### src/rtl/main_fsm_pkg.sv
// ---------------------------------------------------------------------------
// main_fsm_pkg
// Shared definitions for the multicycle rv32i control FSM:
//   - state_e       : FSM state enumeration (CSR only with MAIN_FSM_CSR_EN)
//   - OP_*          : opcode field values recognised by the decoder
//   - ADR_/ALUA_/ALUB_/ALUOP_/RES_ : datapath select encodings
//   - CAUSE_*       : trap cause codes reported on trap_cause
//   - decode_op()   : opcode -> post-DECODE state
//   - is_mem_wait() : states that wait on the memory handshake
// Optional feature macro: MAIN_FSM_CSR_EN (adds the CSR state).
// ---------------------------------------------------------------------------
package main_fsm_pkg;

  typedef enum logic [3:0] {
    ST_FETCH,
    ST_DECODE,
    ST_MEMADR,
    ST_MEMREAD,
    ST_MEMWB,
    ST_MEMWRITE,
    ST_EXECR,
    ST_EXECI,
    ST_ALUWB,
    ST_BRANCH,
    ST_JALR,
    ST_JAL,
`ifdef MAIN_FSM_CSR_EN
    ST_CSR,
`endif
    ST_TRAP
  } state_e;

  // Opcode field values
  localparam logic [6:0] OP_LOAD   = 7'd3;
  localparam logic [6:0] OP_STORE  = 7'd35;
  localparam logic [6:0] OP_RTYPE  = 7'd51;
  localparam logic [6:0] OP_BRANCH = 7'd99;
  localparam logic [6:0] OP_ITYPE  = 7'd19;
  localparam logic [6:0] OP_LUI    = 7'd55;
  localparam logic [6:0] OP_AUIPC  = 7'd23;
  localparam logic [6:0] OP_JAL    = 7'd111;
  localparam logic [6:0] OP_JALR   = 7'd103;
  localparam logic [6:0] OP_SYSTEM = 7'd115;

  // Address mux
  localparam logic       ADR_PC     = 1'b0;
  localparam logic       ADR_RESULT = 1'b1;

  // ALU A operand
  localparam logic [1:0] ALUA_PC    = 2'b00;
  localparam logic [1:0] ALUA_OLDPC = 2'b01;
  localparam logic [1:0] ALUA_RS1   = 2'b10;
  localparam logic [1:0] ALUA_ZERO  = 2'b11;

  // ALU B operand
  localparam logic [1:0] ALUB_RS2   = 2'b00;
  localparam logic [1:0] ALUB_IMM   = 2'b01;
  localparam logic [1:0] ALUB_FOUR  = 2'b10;

  // ALU mode handed to the ALU decoder
  localparam logic [1:0] ALUOP_ADD    = 2'b00;
  localparam logic [1:0] ALUOP_BRANCH = 2'b01;
  localparam logic [1:0] ALUOP_FUNCT  = 2'b10;

  // Result mux
  localparam logic [1:0] RES_ALUOUT    = 2'b00;
  localparam logic [1:0] RES_RDATA     = 2'b01;
  localparam logic [1:0] RES_ALURESULT = 2'b10;
  localparam logic [1:0] RES_CSR       = 2'b11;

  // Trap causes
  localparam logic [1:0] CAUSE_NONE    = 2'b00;
  localparam logic [1:0] CAUSE_ILLEGAL = 2'b01;
  localparam logic [1:0] CAUSE_TIMEOUT = 2'b10;

  // State that follows DECODE for a given opcode; unknown opcodes trap.
  function automatic state_e decode_op(input logic [6:0] op);
    state_e nxt;
    nxt = ST_TRAP;
    case (op)
      OP_LOAD, OP_STORE:          nxt = ST_MEMADR;
      OP_RTYPE:                   nxt = ST_EXECR;
      OP_ITYPE, OP_LUI, OP_AUIPC: nxt = ST_EXECI;
      OP_BRANCH:                  nxt = ST_BRANCH;
      OP_JAL:                     nxt = ST_JAL;
      OP_JALR:                    nxt = ST_JALR;
`ifdef MAIN_FSM_CSR_EN
      OP_SYSTEM:                  nxt = ST_CSR;
`endif
      default:                    nxt = ST_TRAP;
    endcase
    return nxt;
  endfunction

  // States that sit on the mem_rdy handshake and are guarded by the watchdog.
  function automatic logic is_mem_wait(input state_e s);
    return (s == ST_FETCH) || (s == ST_MEMREAD) || (s == ST_MEMWRITE);
  endfunction

endpackage

### src/rtl/main_fsm_if.sv
// ---------------------------------------------------------------------------
// main_fsm_if
// Control bundle between the main FSM and the rv32i datapath/memory.
//   master (FSM side)     : reads op_code, mem_rdy; drives every select,
//                           enable, mem_req, trap and trap_cause.
//   slave (datapath side) : the mirror image.
// Optional feature macro: MAIN_FSM_CSR_EN (csr_w is only ever high when set).
// ---------------------------------------------------------------------------
interface main_fsm_if;
  logic [6:0] op_code;
  logic       mem_rdy;
  logic       mem_req;
  logic       adr_s;
  logic [1:0] alu_a_s;
  logic [1:0] alu_b_s;
  logic [1:0] alu_op;
  logic [1:0] result_s;
  logic       ir_w;
  logic       pc_w;
  logic       branch;
  logic       reg_w;
  logic       mem_w;
  logic       csr_w;
  logic       trap;
  logic [1:0] trap_cause;

  modport master (
    input  op_code, mem_rdy,
    output mem_req, adr_s, alu_a_s, alu_b_s, alu_op, result_s,
           ir_w, pc_w, branch, reg_w, mem_w, csr_w, trap, trap_cause
  );

  modport slave (
    output op_code, mem_rdy,
    input  mem_req, adr_s, alu_a_s, alu_b_s, alu_op, result_s,
           ir_w, pc_w, branch, reg_w, mem_w, csr_w, trap, trap_cause
  );
endinterface

### src/rtl/main_fsm_mem_wdog.sv
// ---------------------------------------------------------------------------
// mem_wdog
// Memory-wait watchdog: a TW-bit up-counter, TW = $clog2(TIMEOUT+1).
// Ports:
//   clk     in  system clock
//   rst_n   in  synchronous active-low reset (counter -> 0)
//   clr     in  clear counter (takes priority over count)
//   cnt_en  in  count one waiting cycle
//   expired out counter has reached TIMEOUT
// The counter stops at TIMEOUT so it can never wrap back to a quiet value.
// ---------------------------------------------------------------------------
module mem_wdog #(
  parameter int TIMEOUT = 255
) (
  input  logic clk,
  input  logic rst_n,
  input  logic clr,
  input  logic cnt_en,
  output logic expired
);

  localparam int TW = $clog2(TIMEOUT + 1);

  logic [TW-1:0] cnt_q;
  logic [TW-1:0] cnt_d;

  assign expired = (cnt_q == TW'(TIMEOUT));

  always_comb begin
    cnt_d = cnt_q;
    if (clr) begin
      cnt_d = '0;
    end else if (cnt_en && !expired) begin
      cnt_d = cnt_q + TW'(1);
    end
  end

  always_ff @(posedge clk) begin
    if (!rst_n) begin
      cnt_q <= '0;
    end else begin
      cnt_q <= cnt_d;
    end
  end

endmodule

### src/rtl/main_fsm.sv
// ---------------------------------------------------------------------------
// main_fsm
// Multicycle control FSM for the rv32i core. Steps each instruction through
// fetch / decode / execute / memory / writeback, drives the datapath selects
// and write enables, and traps on illegal opcodes or on a memory wait that
// outlasts TIMEOUT cycles.
// Parameters:
//   TIMEOUT  max cycles waiting on mem_rdy before trapping (1..65535)
// Ports:
//   clk      in  system clock, rising edge
//   rst_n    in  synchronous active-low reset
//   bus      main_fsm_if.master: op_code/mem_rdy in; mem_req, adr_s,
//            alu_a_s, alu_b_s, alu_op, result_s, ir_w, pc_w, branch, reg_w,
//            mem_w, csr_w, trap, trap_cause out
// Optional feature macro: MAIN_FSM_CSR_EN -- opcode 115 runs the CSR state;
// otherwise it traps as illegal and csr_w stays 0.
// Outputs are Moore except ir_w/pc_w (FETCH) and mem_w (MEMWRITE), which
// follow mem_rdy so a write only fires on the completing cycle.
// ---------------------------------------------------------------------------
module main_fsm
  import main_fsm_pkg::*;
#(
  parameter int TIMEOUT = 255
) (
  input  logic       clk,
  input  logic       rst_n,
  main_fsm_if.master bus
);

  state_e     state_q;
  state_e     state_d;
  logic [1:0] cause_q;
  logic [1:0] cause_d;

  logic       wait_state;
  logic       wdog_expired;
  logic       wdog_clr;
  logic       wdog_en;

  logic       mem_req;
  logic       adr_s;
  logic [1:0] alu_a_s;
  logic [1:0] alu_b_s;
  logic [1:0] alu_op;
  logic [1:0] result_s;
  logic       ir_w;
  logic       pc_w;
  logic       branch;
  logic       reg_w;
  logic       mem_w;
  logic       csr_w;
  logic       trap;

  assign wait_state = is_mem_wait(state_q);
  assign wdog_en    = wait_state && !bus.mem_rdy;
  // Any state change restarts the wait budget for the next access.
  assign wdog_clr   = (state_d != state_q);

  mem_wdog #(
    .TIMEOUT (TIMEOUT)
  ) u_wdog (
    .clk     (clk),
    .rst_n   (rst_n),
    .clr     (wdog_clr),
    .cnt_en  (wdog_en),
    .expired (wdog_expired)
  );

  always_comb begin
    state_d  = state_q;
    cause_d  = cause_q;
    mem_req  = 1'b0;
    adr_s    = ADR_PC;
    alu_a_s  = ALUA_PC;
    alu_b_s  = ALUB_RS2;
    alu_op   = ALUOP_ADD;
    result_s = RES_ALUOUT;
    ir_w     = 1'b0;
    pc_w     = 1'b0;
    branch   = 1'b0;
    reg_w    = 1'b0;
    mem_w    = 1'b0;
    csr_w    = 1'b0;
    trap     = 1'b0;

    case (state_q)
      ST_FETCH: begin
        // PC + 4 is written straight from ALUResult while IR loads.
        mem_req  = 1'b1;
        adr_s    = ADR_PC;
        alu_a_s  = ALUA_PC;
        alu_b_s  = ALUB_FOUR;
        alu_op   = ALUOP_ADD;
        result_s = RES_ALURESULT;
        ir_w     = bus.mem_rdy;
        pc_w     = bus.mem_rdy;
        if (bus.mem_rdy) begin
          state_d = ST_DECODE;
        end
      end

      ST_DECODE: begin
        // oldPC + imm lands in ALUOut as the branch/jal target.
        alu_a_s = ALUA_OLDPC;
        alu_b_s = ALUB_IMM;
        alu_op  = ALUOP_ADD;
        state_d = decode_op(bus.op_code);
        if (state_d == ST_TRAP) begin
          cause_d = CAUSE_ILLEGAL;
        end
      end

      ST_MEMADR: begin
        alu_a_s = ALUA_RS1;
        alu_b_s = ALUB_IMM;
        alu_op  = ALUOP_ADD;
        state_d = (bus.op_code == OP_STORE) ? ST_MEMWRITE : ST_MEMREAD;
      end

      ST_MEMREAD: begin
        mem_req = 1'b1;
        adr_s   = ADR_RESULT;
        if (bus.mem_rdy) begin
          state_d = ST_MEMWB;
        end
      end

      ST_MEMWB: begin
        result_s = RES_RDATA;
        reg_w    = 1'b1;
        state_d  = ST_FETCH;
      end

      ST_MEMWRITE: begin
        mem_req = 1'b1;
        adr_s   = ADR_RESULT;
        mem_w   = bus.mem_rdy;
        if (bus.mem_rdy) begin
          state_d = ST_FETCH;
        end
      end

      ST_EXECR: begin
        alu_a_s = ALUA_RS1;
        alu_b_s = ALUB_RS2;
        alu_op  = ALUOP_FUNCT;
        state_d = ST_ALUWB;
      end

      ST_EXECI: begin
        alu_b_s = ALUB_IMM;
        if (bus.op_code == OP_LUI) begin
          alu_a_s = ALUA_ZERO;
          alu_op  = ALUOP_ADD;
        end else if (bus.op_code == OP_AUIPC) begin
          alu_a_s = ALUA_OLDPC;
          alu_op  = ALUOP_ADD;
        end else begin
          alu_a_s = ALUA_RS1;
          alu_op  = ALUOP_FUNCT;
        end
        state_d = ST_ALUWB;
      end

      ST_ALUWB: begin
        result_s = RES_ALUOUT;
        reg_w    = 1'b1;
        state_d  = ST_FETCH;
      end

      ST_BRANCH: begin
        // Target already in ALUOut from DECODE; the datapath qualifies pc_w.
        alu_a_s  = ALUA_RS1;
        alu_b_s  = ALUB_RS2;
        alu_op   = ALUOP_BRANCH;
        result_s = RES_ALUOUT;
        branch   = 1'b1;
        state_d  = ST_FETCH;
      end

      ST_JALR: begin
        // Overwrites ALUOut with rs1 + imm, then shares the JAL path.
        alu_a_s = ALUA_RS1;
        alu_b_s = ALUB_IMM;
        alu_op  = ALUOP_ADD;
        state_d = ST_JAL;
      end

      ST_JAL: begin
        // PC <- ALUOut (target) while the ALU forms the link oldPC + 4.
        alu_a_s  = ALUA_OLDPC;
        alu_b_s  = ALUB_FOUR;
        alu_op   = ALUOP_ADD;
        result_s = RES_ALUOUT;
        pc_w     = 1'b1;
        state_d  = ST_ALUWB;
      end

`ifdef MAIN_FSM_CSR_EN
      ST_CSR: begin
        result_s = RES_CSR;
        reg_w    = 1'b1;
        csr_w    = 1'b1;
        state_d  = ST_FETCH;
      end
`endif

      ST_TRAP: begin
        trap = 1'b1;
      end

      default: begin
        state_d = ST_FETCH;
      end
    endcase

    // A completing handshake in the same cycle beats the timeout.
    if (wait_state && !bus.mem_rdy && wdog_expired) begin
      state_d = ST_TRAP;
      cause_d = CAUSE_TIMEOUT;
    end

    // Holding reset must not let any write or access escape.
    if (!rst_n) begin
      mem_req = 1'b0;
      ir_w    = 1'b0;
      pc_w    = 1'b0;
      branch  = 1'b0;
      reg_w   = 1'b0;
      mem_w   = 1'b0;
      csr_w   = 1'b0;
      trap    = 1'b0;
    end
  end

  always_ff @(posedge clk) begin
    if (!rst_n) begin
      state_q <= ST_FETCH;
      cause_q <= CAUSE_NONE;
    end else begin
      state_q <= state_d;
      cause_q <= cause_d;
    end
  end

  assign bus.mem_req    = mem_req;
  assign bus.adr_s      = adr_s;
  assign bus.alu_a_s    = alu_a_s;
  assign bus.alu_b_s    = alu_b_s;
  assign bus.alu_op     = alu_op;
  assign bus.result_s   = result_s;
  assign bus.ir_w       = ir_w;
  assign bus.pc_w       = pc_w;
  assign bus.branch     = branch;
  assign bus.reg_w      = reg_w;
  assign bus.mem_w      = mem_w;
  assign bus.csr_w      = csr_w;
  assign bus.trap       = trap;
  assign bus.trap_cause = cause_q;

endmodule

### src/flat_wrapper.sv
// flat-port wrapper written by rule: the top's interface ports become plain ports
module main_fsm_flat import main_fsm_pkg::*;
#(
  parameter int TIMEOUT = 255
)
  (clk, rst_n, bus_op_code, bus_mem_rdy, bus_mem_req, bus_adr_s, bus_alu_a_s, bus_alu_b_s, bus_alu_op, bus_result_s, bus_ir_w, bus_pc_w, bus_branch, bus_reg_w, bus_mem_w, bus_csr_w, bus_trap, bus_trap_cause);
  main_fsm_if bus_i ();
  input  logic clk;
  input  logic rst_n;
  input wire logic [$bits(bus_i.op_code)-1:0] bus_op_code;
  input wire logic [$bits(bus_i.mem_rdy)-1:0] bus_mem_rdy;
  output wire logic [$bits(bus_i.mem_req)-1:0] bus_mem_req;
  output wire logic [$bits(bus_i.adr_s)-1:0] bus_adr_s;
  output wire logic [$bits(bus_i.alu_a_s)-1:0] bus_alu_a_s;
  output wire logic [$bits(bus_i.alu_b_s)-1:0] bus_alu_b_s;
  output wire logic [$bits(bus_i.alu_op)-1:0] bus_alu_op;
  output wire logic [$bits(bus_i.result_s)-1:0] bus_result_s;
  output wire logic [$bits(bus_i.ir_w)-1:0] bus_ir_w;
  output wire logic [$bits(bus_i.pc_w)-1:0] bus_pc_w;
  output wire logic [$bits(bus_i.branch)-1:0] bus_branch;
  output wire logic [$bits(bus_i.reg_w)-1:0] bus_reg_w;
  output wire logic [$bits(bus_i.mem_w)-1:0] bus_mem_w;
  output wire logic [$bits(bus_i.csr_w)-1:0] bus_csr_w;
  output wire logic [$bits(bus_i.trap)-1:0] bus_trap;
  output wire logic [$bits(bus_i.trap_cause)-1:0] bus_trap_cause;
  assign bus_i.op_code = bus_op_code;
  assign bus_i.mem_rdy = bus_mem_rdy;
  assign bus_mem_req = bus_i.mem_req;
  assign bus_adr_s = bus_i.adr_s;
  assign bus_alu_a_s = bus_i.alu_a_s;
  assign bus_alu_b_s = bus_i.alu_b_s;
  assign bus_alu_op = bus_i.alu_op;
  assign bus_result_s = bus_i.result_s;
  assign bus_ir_w = bus_i.ir_w;
  assign bus_pc_w = bus_i.pc_w;
  assign bus_branch = bus_i.branch;
  assign bus_reg_w = bus_i.reg_w;
  assign bus_mem_w = bus_i.mem_w;
  assign bus_csr_w = bus_i.csr_w;
  assign bus_trap = bus_i.trap;
  assign bus_trap_cause = bus_i.trap_cause;
  main_fsm #(.TIMEOUT(TIMEOUT)) u_core (.clk(clk), .rst_n(rst_n), .bus(bus_i));
endmodule
### config.mk
export PLATFORM = sky130hd
export DESIGN_NAME = main_fsm_flat
export DESIGN_NICKNAME = d
export VERILOG_FILES = /design/src/rtl/main_fsm_pkg.sv /design/src/rtl/main_fsm_if.sv /design/src/rtl/main_fsm_mem_wdog.sv /design/src/rtl/main_fsm.sv /design/src/flat_wrapper.sv
export SDC_FILE = /design/constraint.sdc
export NUM_CORES = 1
export LEC_CHECK = 0
export BUFFER_PORTS_ARGS = -buffer_cell sky130_fd_sc_hd__buf_2
export CAP_MARGIN = 15
export CORE_UTILIZATION = 49
export CTS_BUF_LIST = sky130_fd_sc_hd__clkbuf_4 sky130_fd_sc_hd__clkbuf_8 sky130_fd_sc_hd__clkbuf_16
export CTS_CLUSTER_DIAMETER = 80
export DETAILED_ROUTE_END_ITERATION = 7
export PLACE_DENSITY_LB_ADDON = 0.12
export SLEW_MARGIN = 10
export SYNTH_ARGS = -nofsm -noshare
export SYNTH_HDL_FRONTEND = slang
export SYNTH_SLANG_ARGS = --single-unit
### constraint.sdc
create_clock -name clk -period 1.7 [get_ports clk]
set_input_delay 0.34 -clock clk [delete_from_list [all_inputs] [get_ports clk]]
set_output_delay 0.34 -clock clk [all_outputs]
set_load 0.02 [all_outputs]
After elaboration in Yosys (flattened, before gate mapping)
Cells that the tools add are included.
- $add $sub $neg: 1
- equal/unequal tests: 24
- muxes and demuxes: 34
- bitwise gates (word level): 1
- reductions and logical operators: 24
- operators by type and width (operator ; number):
    $pmux W4 S8 ; 1
    $eq A4 B4 Y1 const B ; 6
    $pmux W4 S6 ; 1
    $eq A7 B6 Y1 const B ; 3
    $eq A7 B7 Y1 const B ; 3
    $mux W4 ; 5
    $eq A4 B3 Y1 const B ; 4
    $eq A7 B5 Y1 const B ; 2
    $mux W1 ; 14
    $mux W2 ; 7
    $reduce_or A2 Y1 ; 7
    $pmux W2 S3 ; 2
    $reduce_or A3 Y1 ; 3
    $add A8 B1 Y8 const B ; 1
    $eq A4 B2 Y1 const B ; 2
    $eq A8 B8 Y1 const B ; 1
    $pmux W2 S2 ; 2
    $reduce_or A4 Y1 ; 2
    $eq A7 B2 Y1 const B ; 1
    $eq A4 B1 Y1 const B ; 1
    $logic_not A4 Y1 ; 1
    $ne A4 B4 Y1 ; 1
    $reduce_and A2 Y1 ; 2
    $reduce_bool A2 Y1 ; 2
    6 further kinds ; 10
- register bits: 14
- input port bits: 10
- output and inout bits: 19
- logic and storage cells: 88

Depth between registers and ports, before layout
Gate-level depths: netlist (run 1).
- word-level depth: 8
- gate-level depth with buffers: 7
- depth with buffers taken out: 7

By module
Synthesis (run 1) repeated with hierarchy kept, for this count alone.
- cells, all modules: 191
- area total of the unflattened synthesis: 1336.3 µm²
- by module, submodules not included (module ; instances ; cells an instance ; area an instance (µm²) ; seq. area each (µm²)):
    main_fsm ; 1 ; 141 ; 913.4 ; 120.1
    mem_wdog ; 1 ; 50 ; 422.9 ; 160.2

Worst setup path before layout (run 1)
OpenSTA, ideal clock, no wires.
- path type: reg-to-output
- from: reg u_core.state_q[3]
- to: out bus_alu_a_s[1]
- arrival time: 1539 ps
- required time: 1360 ps
- setup slack: -179 ps
- stages on the path, launching flop included: 6
- buffers on the path: 2
- cells stage by stage: dfxtp_1 buf_2 buf_1 nand2_1 nor2_1 a21o_1
- cells in the longest elaborated chain, start to end: 3
- elaborated cells between the ends (all ways): 10
- classes of those cells: 7 x eq/ne; 1 x mux; 2 x reduce/logical
- RTL lines (item ; RTL line ; RTL):
    start: declaration ; main_fsm.sv:30 ; state_e state_q;
    start signal: assignment ; main_fsm.sv:241 ; state_q <= state_d;
    $eq A4 B2 Y1, or another cell as far along ; main_fsm.sv:86 ; case (state_q)
    $reduce_or A4 Y1 (no line) / $reduce_or A2 Y1 (equally long branches) ; - ;
    $pmux W2 S3 * ; main_fsm.sv:86 ;
    end: declaration ; flat_wrapper.sv:14 ; output wire logic [$bits(bus_i.alu_a_s)-1:0] bus_alu_a_s;
Every way passes the cells marked *; elsewhere a longest branch is shown, timed or not.

Final worst setup path (run 1)
- from: reg u_core.state_q[1]
- to: reg u_core.u_wdog.cnt_q[3]
- cells in the longest elaborated chain, start to end: 8
- elaborated cells between the ends (all ways): 23
- classes of those cells: 10 x eq/ne; 5 x mux; 8 x reduce/logical
- RTL lines (item ; RTL line ; RTL):
    parallel branches: the longest is 8 deep, another holds $pmux W4 S8 ; - ;
    end signal: assignment ; main_fsm_mem_wdog.sv:42 ; cnt_q <= cnt_d;
    end: declaration ; main_fsm_mem_wdog.sv:24 ; logic [TW-1:0] cnt_q;
Parallel ways; which one is timed is not known.
A chain may end at the register's enable or synchronous reset.

==> flow_summary.ini, run 1 <==
[cts]
numCtsBuffers = 3
clockBufferDepth = 2
path_clk_slew_ns = 0.10
cts_sinks = 14
tritoncts = yes
clk-insertion-delay-late_ns = 0.31
h-tree-depth = 1
root_buffer = clkbuf_4

[global_route]
grt_pass1_vias = 1609
grt_max_degree = 11
antenna_found_initial = 0
grtUsageTotal_pct = 36.8
grt_pass1_wl_mm = 7.51
grt.overflow.total = 0

[setup_path]
regToRegEndpoint = u_core.u_wdog.cnt_q[3]
reg2reg_slack_ns = -0.26
cp_cell_sequence = buf_8 > buf_4 > xnor2_4 > nor3_2 > nor2_1 > a211oi_4 > nand2_1 > nor2_1
startpoint_type = register
critPathCaptureType = register
path_class = reg2reg
cpMostUsedCell = nor2_1
cp-startpoint = u_core.state_q[1]
required_ns = 1.92
cp_max_fo = 8
reg2reg_depth = 8
rr_startpoint = u_core.state_q[1]
worstPathArrival_ns = 2.18
cp_slowest_cell = a211oi_4
cpPeakStageDelay_ns = 0.41
cp-endpoint = u_core.u_wdog.cnt_q[3]

[timing]
hold_viol = 0
max_freq_ghz = 0.511
period_share_pct = 115
final_max_slew_viol_count = 0
skew_ns = 0.0112
finalSetupViolCount = 27
finalCriticalPeriod_ns = 1.96
fin_ws_ns = -0.257
worst_slew_pin_slew_ns = 0.531
holdWs_ns = 0.488
rsz0062_at_grt = yes
slew_headroom_pct = 64.3

[power_and_ir_drop]
p_leak_nw = 1.04
p_per_area_nw_per_um2 = 503
ir_drop_mv = 0.862

[logic_synthesis]
synth_area_um2 = 1340
yosys_warnings = 0
ys_types = 59
syn-num-nets = 191
yosysTopAreaCell = dfxtp_1
yosys-top-cells-area = dfxtp_1, nor2_1, nand2_1
async_flop_share_pct = 0
ys.flop_type = dfxtp_1
synth_edf_count = 0
yosysTopAreaCellShare_pct = 20.9
synth.avg_cell_area_um2 = 7.47
synth_seq_area_share_pct = 20.9
synth_cells = 180
ys_ff_latch = 14

[floorplanning]
die_w_um = 54.4
die_h_um = 54.4
rows = 18
core_area_um2 = 2540
start_util_pct = 52.8
num_io_pins = 29
dieArea_um2 = 2960

[finish]
final_cell_mix = buf_4, buf_6, nand2_1, nor2_1, buf_2
area_delta_synth_final_pct = 77.9
final_core_utilization_pct = 94.0
layout_commonest_cell = buf_4
diodes = 0
finalNetCount = 275
layout-drive-gt1-share_pct = 58.2

[hold_path]
hp-class = reg2reg

[place]
place.port_buffers = 27
dp_hpwl_mm = 3.29
gp_congestion = 0.928

[status]
status = finished with violations
violations = negative setup slack

[route]
drtAntennaViolNets = 0
dr.pass1.iters = 5
vias = 2023
drc = 0
post_drt_wl_per_cell_um = 24.2
drt_iter0_drc = 148
drt-vias-per-instance = 6.90
routed_wirelength_mm = 7.09

[run]
drv_cap = 0
==> synthesized netlist by cell type, types with 2 or more instances <==
master and instances:
nor2_1 24, nand2_1 20, dfxtp_1 14, a21oi_1 13, nor3_1 11, o21ai_0 7
xor2_1 6, nor4_1 5, inv_1 4, nand2b_1 4, nand3_1 4, buf_2 3
inv_2 3, nor4b_2 3, a31oi_1 2, and3_1 2, buf_1 2, buf_4 2
buf_6 2, nand3b_1 2, nor2b_1 2, nor3b_1 2, nor3b_2 2, o211a_1 2
o21a_1 2, o21ai_1 2, or3_1 2, xnor2_1 2
==> cell families (layout without fill, tap and decap cells) <==
family / after synthesis / count (layout) / share of synthesized area [%]
AOI/OAI and AO/OA: 46 / 46 / 26.7
xor gates and xnor gates: 8 / 8 / 5.21
adders and majority gates: 1 / 1 / 0.931
buffers and inverters: 17 / 100 / 6.70
DFF: 14 / 14 / 20.9
muxes: 1 / 1 / 0.745
other: 1 / 1 / 0.279
and+or+nand+nor: 92 / 92 / 38.5
==> how the worst min path moves through the flow <==
stage / startpoint / endpoint / slack [ns] / depth (start not counted)
after floorplan: rst_n / u_core.state_q[0] / 0.49 / 2
after global placement: u_core.bus.trap_cause[0] / u_core.bus.trap_cause[0] / 0.45 / 2
after detailed placement: u_core.bus.trap_cause[0] / u_core.bus.trap_cause[0] / 0.47 / 2
after CTS: rst_n / u_core.u_wdog.cnt_q[6] / 0.47 / 5
after global routing: rst_n / u_core.state_q[0] / 0.49 / 4
final: u_core.bus.trap_cause[1] / u_core.bus.trap_cause[1] / 0.49 / 2
==> cell type report <==
class                      instances  area (µm²)
fill                              77         154
multi-input combinational        149        1250
timing repair buffer              89         739
inverter                           7        31.3
sequential                        14         298
tap                               30        37.5
clock buffer                       4        36.3
==> sequential cells by signal, summed over array words and instances (netlist names) <==
signal                 cells
u_core.state_q             4
u_core.u_wdog.cnt_q        8
u_core.bus.trap_cause      2
==> stage by stage <==
stage	TNS [ns]	power, mW	std cells	setup WS, ns	instance area, µm²
CTS	-1.26	1.06	283	-0.170	2170
finish	-3.52	1.20	293	-0.257	2390
floorplan	-0.276	0.586	180	-0.0954	1380
detailed placement	-1.94	0.735	271	-0.178	1810
global placement	-1.01	0.724	271	-0.109	1810
global route	-4.26	1.23	293	-0.333	2390
==> per-layer routing <==
layer,track usage [%],wire (µm),vias to the layer above
li1,-,-,824
met3,11.1,987,66
met5,0,0,-
met4,12.0,461,0
met1,41.9,2420,922
met2,64.6,3210,211
==> timing repair <==
action,in CTS,in global routing
hold buffers,0,0
pin swaps,13,19
setup buffers,8,10
gates resized for setup,58,42
setup endpoints to repair,27,27
==> power by group <==
| part | switching [mW] | total [mW] | internal, mW |
|---|---|---|---|
| Sequential | 0.0170 | 0.353 | 0.335 |
| Combinational | 0.326 | 0.586 | 0.260 |
| Clock | 0.134 | 0.265 | 0.131 |
==> worst max-delay path, delay by kind of cell (launching register included) <==
family                    cells  cell delay, ns
and+or+nand+nor               4            0.62
DFF                           1            0.39
buffers and inverters         2            0.29
AOI/OAI and AO/OA             1            0.41
xor gates and xnor gates      1            0.14
No activity file was read; power rests on OpenSTA's default activity.
==> run 2, diff against run 1 <==
CORE_ASPECT_RATIO = 0.8   (was default)
==> flow_summary.ini, run 2 <==
[cts]
hold_buffers = 0
cts_sinks = 14
numCtsBuffers = 3
clockBufferDepth = 2
h-tree-depth = 1
root_buffer = clkbuf_4

[logic_synthesis]
synth.avg_cell_area_um2 = 7.47
async_flop_share_pct = 0
synth_area_um2 = 1340
synthTopCellsByCount = nor2_1, nand2_1, dfxtp_1, a21oi_1, nor3_1
yosys-top-cells-area = dfxtp_1, nor2_1, nand2_1
synth_cells = 180
yosysMostFrequentCell = nor2_1
synth_seq_area_share_pct = 20.9
ys_types = 59
ys.flop_type = dfxtp_1
syn-num-nets = 191
yosys_warnings = 0
yosysTopAreaCellShare_pct = 20.9
yosysTopAreaCell = dfxtp_1
synth_edf_count = 0
ys_ff_latch = 14

[global_route]
antenna_found_initial = 1
grt_max_degree = 10

[place]
gp_congestion = 0.958
place.port_buffers = 27
dp_hpwl_mm = 3.26
place_ws_ns = -0.170
placed_cells = 275

[floorplanning]
die_h_um = 48.8
die_w_um = 60.6
rows = 16
num_io_pins = 29
start_util_pct = 53.3

[status]
stop_stage = 5_1_grt
error = [ERROR DPL-0033] detailed placement checks failed during check placement.
status = stopped before the end

[timing]
crit_endpoint = u_core.u_wdog.cnt_q[6]$_SDFFE_PP0P_/D
worst_endpoint_kind = register input
[run 2: cell counts after synthesis]
No cell type changed its count.
[run 2: repair_timing]
action | 4_1_cts
setup endpoints to repair | 24
buffers inserted | 12
resized for setup | 65
pin swaps | 17
[run 2: cells by family after synthesis]
kind of cell,synth area share (%)
xor gates and xnor gates,5.21
DFF,20.9
other,0.279
buffers and inverters,6.70
adders and majority gates,0.931
and+or+nand+nor,38.5
AOI/OAI and AO/OA,26.7
muxes,0.745
[run 2: stage by stage]
stage | util, % | hold WS [ns] | cell area (µm²)
after global placement | 71.6 | 0.456 | 1810
after floorplan | - | 0.494 | 1380
after CTS | 85.9 | 0.459 | 2170
after detailed placement | 71.6 | 0.477 | 1810
==> run 3, diff against run 2 <==
CORE_AREA = 2 2 63 65   (was default)
CORE_ASPECT_RATIO = default   (was 0.8)
CORE_UTILIZATION = default   (was 49)
CTS_BUF_LIST = default   (was sky130_fd_sc_hd__clkbuf_4 sky130_fd_sc_hd__clkbuf_8 sky130_fd_sc_hd__clkbuf_16)
CTS_CLUSTER_DIAMETER = default   (was 80)
DIE_AREA = 0 0 65 67   (was default)
PLACE_DENSITY_LB_ADDON = 0.15   (was 0.12)
clock period = 2.2 ns   (was 1.7 ns; I/O delays follow)
==> flow_summary.ini, run 3 (synthesis results as in run 1) <==
[hold_path]
hold_depth = 2
min_to = u_core.bus.trap_cause[1]
min_from = u_core.bus.trap_cause[1]
hp-class = reg2reg

[setup_path]
reg2reg_slack_ns = 0.25
cp_max_fo = 12
path_class = reg2out
required_ns = 1.76
startpoint_type = register
critPathCaptureType = output port
rr_startpoint = u_core.u_wdog.cnt_q[0]
regToRegEndpoint = u_core.u_wdog.cnt_q[2]
worstPathArrival_ns = 1.64
reg2reg_depth = 6

[timing]
finalCriticalPeriod_ns = 2.08
setup_tns_ns = 0
fin_ws_ns = 0.116
finalSetupViolCount = 0
holdWs_ns = 0.482
rsz0062_at_grt = no
hold_viol = 0
final_max_slew_viol_count = 0
skew_ns = 0.00131
period_share_pct = 94.7
max_freq_ghz = 0.480

[global_route]
grt_max_degree = 17
antenna_found_initial = 0
grtUsageTotal_pct = 17.2
grt_pass1_vias = 1296
grt.overflow.total = 0
grt_pass1_wl_mm = 5.98

[finish]
diodes = 0
layout-drive-gt1-share_pct = 29.9
final_cell_mix = buf_2, nor2_1, nand2_1
top_register = u_core.u_wdog.cnt_q
postLayoutCellArea_um2 = 1610
area_delta_synth_final_pct = 19.5
fillerInstances = 387
layout_commonest_cell = buf_2
finalNetCount = 224
largest_reg_flops = 8

[power_and_ir_drop]
internal_power_uw = 476
p_total_uw = 723
p_clk_share_pct = 27.4
switching_share_pct = 34.1
seq_power_share_pct = 38.8
p_per_area_nw_per_um2 = 450
p_leak_nw = 0.679
p_sw_uw = 246
ir_drop_mv = 0.251
p_comb_share_pct = 33.8

[floorplanning]
rows = 22
die_w_um = 65
num_io_pins = 29
dieArea_um2 = 4360
die_h_um = 67
start_util_pct = 37.3
core_area_um2 = 3610

[cts]
clk-insertion-delay-late_ns = 0.24
hold_buffers = 0
root_buffer = clkbuf_8
clockBufferDepth = 2
cts_sinks = 14
postCtsSetupRepairBufs = 0
numCtsBuffers = 3
h-tree-depth = 1
path_clk_slew_ns = 0.05
tritoncts = yes

[run]
drv_cap = 0

[route]
drc = 0
dr.pass1.iters = 4
drtAntennaViolNets = 0
drt_iter0_drc = 163
routed_wirelength_mm = 3.60
post_drt_wl_per_cell_um = 13.9
vias = 1405
drt-vias-per-instance = 5.42

[place]
place_ws_ns = 0.157
dp_hpwl_mm = 2.86
gp_congestion = 0.860
post_dp_cell_area_um2 = 1560
place.port_buffers = 27

[status]
status = completed
-- run 3: how the worst max path moves through the flow --
stage                                  from              to  slack, ns  depth (start not counted)
after floorplan           u_core.state_q[3]  bus_alu_a_s[1]       0.22                          5
after global placement       bus_op_code[3]  bus_alu_a_s[1]       0.17                          7
after detailed placement     bus_op_code[3]  bus_alu_a_s[1]       0.16                          7
after CTS                 u_core.state_q[2]       bus_mem_w       0.03                          4
after global routing      u_core.state_q[0]     bus_mem_req       0.02                          4
final                     u_core.state_q[0]     bus_mem_req       0.12                          4
-- run 3: area by class of cell --
| class | instances | area, µm² | share of cell area, % |
|---|---|---|---|
| clock buffer | 3 | 41.3 | 2.57 |
| inverter | 7 | 26.3 | 1.64 |
| multi-input combinational | 149 | 977 | 60.9 |
| sequential | 14 | 283 | 17.6 |
| tap | 48 | 60.1 | 3.74 |
| timing repair buffer | 38 | 218 | 13.6 |
-- run 3: worst max-delay path, cell delays in order (launching register included) --
cell and delay, ns:
dfxtp_1 0.59, nand3b_1 0.22, a21boi_2 0.26, nor3_1 0.14, buf_2 0.19
-- run 3: per-stage QoR --
step | utilization [%] | std cells
2_1_floorplan | - | 180
4_1_cts | 44.4 | 259
5_1_grt | 44.5 | 259
6_report | 44.5 | 259
3_3_place_gp | 43.2 | 256
3_5_place_dp | 43.2 | 256
-- run 3: power by group through the flow --
stage	sequential (mW)	combinational (mW)	clock (mW)
after floorplan	0.275	0.174	0
after global placement	0.285	0.239	0
after detailed placement	0.284	0.240	0
after CTS	0.279	0.243	0.209
after global routing	0.282	0.266	0.220
final	0.280	0.244	0.198
-- run 3: repair_timing --
item                                    CTS  global route
endpoints found under the setup margin    1             6
resized for setup                         1             3
gates cloned                              0             0
-- run 3: layer usage --
layer	global-route usage, %	up-vias	routed length, µm
met4	4.79	0	29
met2	29.4	37	1650
met3	2.03	6	150
met5	0	-	0
li1	-	717	-
met1	22.8	645	1770
